<file path="src/rtl/alu_pkg.sv">
// alu_pkg: funct codes, result-stage state encoding and datapath width shared by the ALU result stage.
package alu_pkg;
    localparam int DATA_W = 32;
    localparam logic [5:0] F_AND   = 6'd36;
    localparam logic [5:0] F_OR    = 6'd37;
    localparam logic [5:0] F_ADD   = 6'd32;
    localparam logic [5:0] F_SUB   = 6'd34;
    localparam logic [5:0] F_SLT   = 6'd42;
    localparam logic [5:0] F_SRL   = 6'd2;
    localparam logic [5:0] F_MULTU = 6'd25;
    localparam logic [5:0] F_MFHI  = 6'd16;
    localparam logic [5:0] F_MFLO  = 6'd18;
    typedef enum logic [1:0] {IDLE, MUL, MUL_PEND} state_e;
endpackage

</file>
<file path="src/rtl/hilo_reg.sv">
// hilo_reg: 64-bit HI/LO register with load enable, cleared by asynchronous reset.
module hilo_reg
    import alu_pkg::*;
#(
    parameter int W = DATA_W
) (
    input  logic           clk,
    input  logic           reset,
    input  logic           load_i,
    input  logic [2*W-1:0] d_i,
    output logic [W-1:0]   hi_o,
    output logic [W-1:0]   lo_o
);
    logic [2*W-1:0] hilo_q;
    always_ff @(posedge clk or posedge reset)
        if (reset) hilo_q <= '0;
        else if (load_i) hilo_q <= d_i;
    assign {hi_o, lo_o} = hilo_q;
endmodule

</file>
<file path="src/rtl/alu_result_stage.sv">
// alu_result_stage: registers the shifter/ALU/HI/LO selection by funct code and
// times the MULTU product capture into HI/LO.
module alu_result_stage #(
    parameter int MULT_CYCLES = 32,
    parameter int DATA_W      = alu_pkg::DATA_W
) (
    input  logic                clk,
    input  logic                reset,
    input  logic [5:0]          Signal,
    input  logic [DATA_W-1:0]   aluOut,
    input  logic [DATA_W-1:0]   shifterOut,
    input  logic [2*DATA_W-1:0] prodIn,
    output logic [DATA_W-1:0]   dataOut,
    output logic                dataValid,
    output logic                busy,
    output logic [DATA_W-1:0]   hiOut,
    output logic [DATA_W-1:0]   loOut
);
    import alu_pkg::*;
    localparam int CW = $clog2(MULT_CYCLES + 1);
    localparam logic [CW-1:0] CNT_MAX = CW'(MULT_CYCLES);
    state_e            state_q, state_d;
    logic [CW-1:0]     cnt_q, cnt_d;
    logic              pend_hi_q, pend_hi_d;
    logic [DATA_W-1:0] data_q, data_d;
    logic              valid_q, valid_d;
    logic              done, hilo_ld, is_alu, is_mf;
    logic [DATA_W-1:0] fwd;
    assign is_alu = Signal inside {F_AND, F_OR, F_ADD, F_SUB, F_SLT};
    assign is_mf  = Signal inside {F_MFHI, F_MFLO};
    assign done   = state_q != IDLE && cnt_q == CNT_MAX;
    assign fwd    = (state_q == MUL_PEND ? pend_hi_q : Signal == F_MFHI) ? prodIn[2*DATA_W-1:DATA_W] : prodIn[DATA_W-1:0];
    always_comb begin
        state_d   = state_q;
        cnt_d     = cnt_q;
        pend_hi_d = pend_hi_q;
        data_d    = data_q;
        valid_d   = 1'b0;
        hilo_ld   = 1'b0;
        if (state_q == IDLE) begin
            if (Signal == F_MULTU) begin
                state_d = MUL;
                cnt_d   = CW'(1);
            end
        end else if (done) begin
            state_d = IDLE;
            cnt_d   = '0;
            hilo_ld = 1'b1;
        end else begin
            cnt_d = cnt_q + 1'b1;
            if (state_q == MUL && is_mf) begin
                state_d   = MUL_PEND;
                pend_hi_d = Signal == F_MFHI;
            end
        end
        // A read that meets the capture edge gets the fresh product half directly.
        if (state_q == MUL_PEND) begin
            if (done) begin
                data_d  = fwd;
                valid_d = 1'b1;
            end
        end else if (is_alu || Signal == F_SRL) begin
            data_d  = is_alu ? aluOut : shifterOut;
            valid_d = 1'b1;
        end else if (is_mf && (state_q == IDLE || done)) begin
            data_d  = done ? fwd : (Signal == F_MFHI ? hiOut : loOut);
            valid_d = 1'b1;
        end
    end
    always_ff @(posedge clk or posedge reset)
        if (reset) begin
            state_q   <= IDLE;
            cnt_q     <= '0;
            pend_hi_q <= 1'b0;
            data_q    <= '0;
            valid_q   <= 1'b0;
        end else begin
            state_q   <= state_d;
            cnt_q     <= cnt_d;
            pend_hi_q <= pend_hi_d;
            data_q    <= data_d;
            valid_q   <= valid_d;
        end
    hilo_reg #(.W(DATA_W)) u_hilo (
        .clk   (clk),
        .reset (reset),
        .load_i(hilo_ld),
        .d_i   (prodIn),
        .hi_o  (hiOut),
        .lo_o  (loOut)
    );
    assign dataOut   = data_q;
    assign dataValid = valid_q;
    assign busy      = state_q != IDLE;
endmodule
</file>
<file path="config.mk">
export PLATFORM = sky130hd
export DESIGN_NAME = alu_result_stage
export DESIGN_NICKNAME = d
export VERILOG_FILES = /design/src/rtl/alu_pkg.sv /design/src/rtl/hilo_reg.sv /design/src/rtl/alu_result_stage.sv
export SDC_FILE = /design/constraint.sdc
export NUM_CORES = 1
export LEC_CHECK = 0
export BUFFER_PORTS_ARGS = -buffer_cell sky130_fd_sc_hd__clkbuf_2
export CAP_MARGIN = 20
export CORE_MARGIN = 2
export CORE_UTILIZATION = 53
export CTS_CLUSTER_DIAMETER = 50
export DETAILED_ROUTE_END_ITERATION = 8
export PLACE_DENSITY = 0.86
export SLEW_MARGIN = 20
export SYNTH_ARGS = -nofsm -noshare
export SYNTH_HDL_FRONTEND = slang
export SYNTH_SLANG_ARGS = --single-unit
</file>
<file path="constraint.sdc">
create_clock -name clk -period 8.42 [get_ports clk]
set_input_delay 1.263 -clock clk [delete_from_list [all_inputs] [get_ports clk]]
set_output_delay 1.263 -clock clk [all_outputs]
set_load 0.01 [all_outputs]
</file>
; Yosys cells after proc, flatten, opt, wreduce, memory -nomap -nowiden
; Index checks and enable logic that the tools add are counted.
[word_totals]
reg_bits = 106
latch_bits = 0
mem_bits_rw = 0
mem_bits_ro = 0
in_bits = 136
output_inout_bits = 98
word_cells = 58
n_memories = 0
[op_classes]
addsub = 1
mul = 0
div_mod_pow = 0
order_cmp = 0
n_eq_ne = 14
shifts = 0
muxes = 21
bitwise_logic = 2
n_reduce_logical = 14
[ops]
columns = op, n
row1 = $mux 32, 8
row2 = $eq 6x6->1 const B, 6
row3 = $eq 6x5->1 const B, 3
row4 = $mux 6, 3
row5 = $mux 2, 4
row6 = $add 6x1->6 const B, 1
row7 = $eq 6x2->1 const B, 1
row8 = $mux 1, 6
row9 = $reduce_bool 3->1, 2
row10 = $reduce_bool 5->1, 1
row11 = $reduce_and 2->1, 2
row12 = $reduce_bool 2->1, 2
row13 = $logic_and 1x1->1, 3
row14 = $reduce_and 3->1, 1
row15 = $eq 2x1->1 const B, 1
row16 = $eq 2x2->1 const B, 1
row17 = $logic_not 2->1, 1
row18 = $logic_or 1x1->1, 2
row19 = $ne 2x1->1 const B, 1
row20 = $ne 2x2->1 const B, 1
row21 = $not 1->1, 2

; Depth between registers and ports, before layout
[logic_depth]
ltp_word = 7
depth_mapped = 10
mapped_depth_nobuf = 8

; Hierarchy
; Synthesis repeated with hierarchy kept, for this count alone.
[hier_totals]
cells_unflattened = 678
hier_area_um2 = 6197.2
[by_module_without_submodules]
columns = module, instances, cells_per_inst, area_each_um2, seq_area_each_um2
row1 = alu_result_stage, 1, 542, 3514.6, 1051.0
row2 = hilo_reg, 1, 136, 2682.6, 1601.5

; Worst setup path after synthesis
; OpenSTA, ideal clock, no wires.
[synth_timing]
path_type = input port to flip-flop
startpoint = in Signal[0]
endpoint = reg data_q[0], in the netlist dataOut[0]
setup_ns = 0.074
arrival_time_ns = 2.940
t_required_ns = 8.346
setup_slack_ns = 5.406
path_stages = 8
path_buffers = 2
path_cell_list = or4b_4 or3_1 buf_6 o21ai_4 buf_6 nand2_1 a31o_1 o21ai_2
[synth_between]
elab_chain_len = 7
[synth_rtl]
columns = element, line
row1 = from (decl), alu_result_stage.sv:9  ; input logic [5:0] Signal,
row2 = $eq 6x5->1, "alu_result_stage.sv:30, alu_result_stage.sv:32, alu_result_stage.sv:66"
row3 = $mux 1, alu_result_stage.sv:32  ; assign fwd = (state_q == MUL_PEND ? pend_hi_q : Signal == F_MFHI) ? prodIn[2*DATA_W-1:DATA_W] : prodIn[DATA_W- ...
row4 = $mux 32, alu_result_stage.sv:32
row5 = $mux 32, alu_result_stage.sv:66  ; data_d = done ? fwd : (Signal == F_MFHI ? hiOut : loOut);
row6 = $mux 32, alu_result_stage.sv:65  ; end else if (is_mf && (state_q == IDLE || done)) begin
row7 = $mux 32, alu_result_stage.sv:62  ; end else if (is_alu || Signal == F_SRL) begin
row8 = $mux 32, alu_result_stage.sv:57  ; if (state_q == MUL_PEND) begin
row9 = to (signal assigned), alu_result_stage.sv:81  ; data_q <= data_d;
row10 = to (decl), alu_result_stage.sv:25  ; logic [DATA_W-1:0] data_q, data_d;
; Parallel ways exist; a longest one is shown, timed or not. The select of a mux whose other input is x is not followed.
; A chain may end at the register's enable or synchronous reset.

; Worst setup path after layout
[layout_timing]
startpoint = in Signal[5]
endpoint = reg data_q[5], in the netlist dataOut[5]
; The elaborated chain is that of the path after synthesis.

==> flow_summary.json <==
{
  "regToRegSetupSlack_ps": 5510,
  "hp-class": "reg2reg",
  "core_sq_um": 10900,
  "worstSkewPairLatency_ps": 340,
  "drt_iter0_drc": 542,
  "worstReg2RegEnd": "dataOut[9]$_DFFE_PP0P_",
  "gp_congestion": 0.825,
  "area_growth_pct": 26.1,
  "synthTopCellsByCount": "230 x nand2_1, 106 x dfrtp_1, 64 x mux2_2, 34 x a21oi_1",
  "path_max_fanout": 35,
  "whs_ps": 477,
  "fin_worst_skew_ps": 5.04,
  "dpl_cell_area_sq_um": 7170,
  "wl_per_cell_um": 17.1,
  "grt_pass1_vias": 5601,
  "seq_area_frac_synth_pct": 44.4,
  "cp-start-kind": "primary input",
  "nets": 1011,
  "rsz0062_at_grt": "false",
  "grt_pass1_wl_um": 27200,
  "slowest_stage": "a2111oi_0",
  "mappedNetlistArea_sq_um": 5970,
  "max_stage_delay_ps": 890,
  "cts.sinks": 106,
  "worstRegToRegCells": 6,
  "seqPwrFrac_pct": 44.1,
  "cellPowerDensity_nw_per_um2": 187,
  "hold_buffers": 0,
  "yosys.area.top_type_share_pct": 44.4,
  "grt_overflow": 0,
  "multi_input_area_sq_um": 3090,
  "vias": 5820,
  "synthFlopType": "dfrtp_1",
  "h-tree-depth": 3,
  "grt_use_total_pct": 29.1,
  "hold_depth": 2,
  "p_leak_nw": 3.75,
  "setup_viol": 0,
  "ys_ff_latch": 106,
  "slew_headroom_pct": 28.2,
  "io_buffer_count": 233,
  "fillCellCount": 909,
  "route.detailed.drc": 0,
  "power_mw": 1.41,
  "viasPerCell": 5.72,
  "netlist-cell-type-count": 42,
  "setup_tns_ps": 0,
  "p_int_mw": 0.994,
  "synth_most_common_cell": "nand2_1",
  "pwr-share-clk_pct": 32.8,
  "p_comb_share_pct": 23.1,
  "die-area_sq_um": 12100,
  "cap_viol_max_count": 0,
  "grt_max_degree": 97,
  "slew_viol_final": 0,
  "crit_type": "in2reg",
  "path_cells": "clkbuf_2 > inv_1 > a2111oi_0 > o21ba_1 > buf_4 > o32ai_4 > buf_8 > buf_4 > a31o_1 > o21ai_1",
  "ys_top_cells_by_area": "dfrtp_1 44%, nand2_1 14%, mux2_2 12%",
  "ir_drop_mv": 0.125,
  "crit_top_cell": "buf_4",
  "place_inst": 1001,
  "status": "finished clean",
  "syn_inst": 671,
  "cts_setup_buffers": 0,
  "final_hold_viol_count": 0,
  "fp.dieW_um": 110,
  "hpwl_um": 11800,
  "finalCritPeriodShare_pct": 44.2,
  "final_area_sq_um": 7520,
  "synth_top_cell_by_area": "dfrtp_1",
  "crit_path_end_kind": "flop",
  "cp_data_required_time_ps": 8690,
  "regArea_sq_um": 2650,
  "ys_warn_count": 0,
  "initial_core_util_pct": 54.6,
  "cp_data_arrival_time_ps": 3990,
  "min_from": "dataOut[21]$_DFFE_PP0P_",
  "cts_tree": "built",
  "drt-total-wl_um": 17400,
  "cts_buffer_depth": 2,
  "cts_resized": 0,
  "async_reset_ff_share_pct": 100,
  "antenna_left": 0,
  "syn-num-nets": 809,
  "die_y_um": 110,
  "drt-pass1-iter-count": 5,
  "clock.fmax_ghz": 0.269,
  "sw_frac_of_total_pct": 29.4,
  "whs_endpoint": "dataOut[21]$_DFFE_PP0P_",
  "pin_count": 234,
  "cts_root_buf": "clkbuf_16",
  "worst_pin_slew_ps": 1080,
  "antennaDiodeCount": 0,
  "crit_start": "Signal[5]",
  "layout.cells.non_filler": 1018,
  "grt_antenna_before_repair": 0,
  "power.switching_mw": 0.415,
  "numCtsBuffers": 9,
  "rr_startpoint": "state_q[0]$_DFFE_PP0P_",
  "crit_family": "compound AO/OA/AOI/OAI gates",
  "clkTransAtPathRegs_ps": 70,
  "drive_above_1_share_pct": 41.2,
  "synth_edf_count": 0,
  "period_needed_ps": 3720,
  "synth_area_per_cell_sq_um": 8.89,
  "fp-row-count": 38,
  "path_buf_inv": 5
}
[worst min-delay path, stage by stage, from the launching register on]
cell and delay [ps]:
dfrtp_1 340, nand2_1 60, o21ai_2 50
[cell families after synthesis]
family | synth area share [%]
and+or+nand+nor | 22.7
AOI/OAI and AO/OA | 15.1
buffers and inverters | 4.84
DFF | 44.4
muxes | 12.2
adders and majority gates | 0.419
xor gates and xnor gates | 0.294
[flip-flops by register name, indices dropped and copies added (netlist names)]
register and count:
u_hilo.hilo_q 64, dataOut 32, pend_hi_q 1, cnt_q 6
dataValid 1, state_q 2
[cells in the final DEF, fill, tap and decap left out, types with 5 or more instances in the layout]
cell type  instances
dfrtp_1          106
nand4_1           33
clkbuf_16          9
nand2_1          229
o21ai_2           30
clkbuf_2         233
buf_4              8
a31o_1            32
mux2_2            64
o21ai_0            9
inv_1              9
a21oi_1           34
nor2_1             5
nand3_1           33
[layer usage]
layer  wire length, um  GRT usage, %  vias to the layer above
met1              7010          37.9                     2760
met2              8390          46.6                      291
met3              1540          5.88                       39
li1                  -             -                     2730
met5                 0             0                        -
met4               488          13.7                        0
[power groups by stage]
| stage | combinational, mW | sequential [mW] | clock (mW) |
|---|---|---|---|
| floorplan | 0.157 | 0.653 | 0 |
| global placement | 0.317 | 0.628 | 0 |
| detailed placement | 0.325 | 0.630 | 0 |
| CTS | 0.325 | 0.621 | 0.471 |
| global route | 0.362 | 0.629 | 0.494 |
| finish | 0.326 | 0.621 | 0.462 |
[cell type report]
| cell class | count | share of cell area [%] |
|---|---|---|
| clock inverter | 4 | 0.981 |
| timing repair buffer | 242 | 16.5 |
| multi-input combinational | 504 | 41.0 |
| sequential | 106 | 35.3 |
| tap | 140 | 2.33 |
| clock buffer | 12 | 3.41 |
| inverter | 10 | 0.532 |
[metrics by stage]
| step | utilization [%] | worst slack (ps) |
|---|---|---|
| floorplan | - | 4370 |
| global placement | 65.6 | 4440 |
| detailed placement | 65.6 | 4310 |
| CTS | 68.6 | 4670 |
| global route | 68.8 | 4480 |
| finish | 68.8 | 4700 |
[how the worst max path moves through the flow]
stage                               to  slack, ps  depth (start not counted)
2_1_floorplan     cnt_q[0]$_DFFE_PP0P_       4370                          1
3_3_place_gp    dataOut[6]$_DFFE_PP0P_       4440                          9
3_5_place_dp    dataOut[5]$_DFFE_PP0P_       4310                          9
4_1_cts         dataOut[5]$_DFFE_PP0P_       4670                          9
5_1_grt        dataOut[10]$_DFFE_PP0P_       4480                         10
6_report        dataOut[5]$_DFFE_PP0P_       4700                         10
No activity file was read; power rests on OpenSTA's default activity.
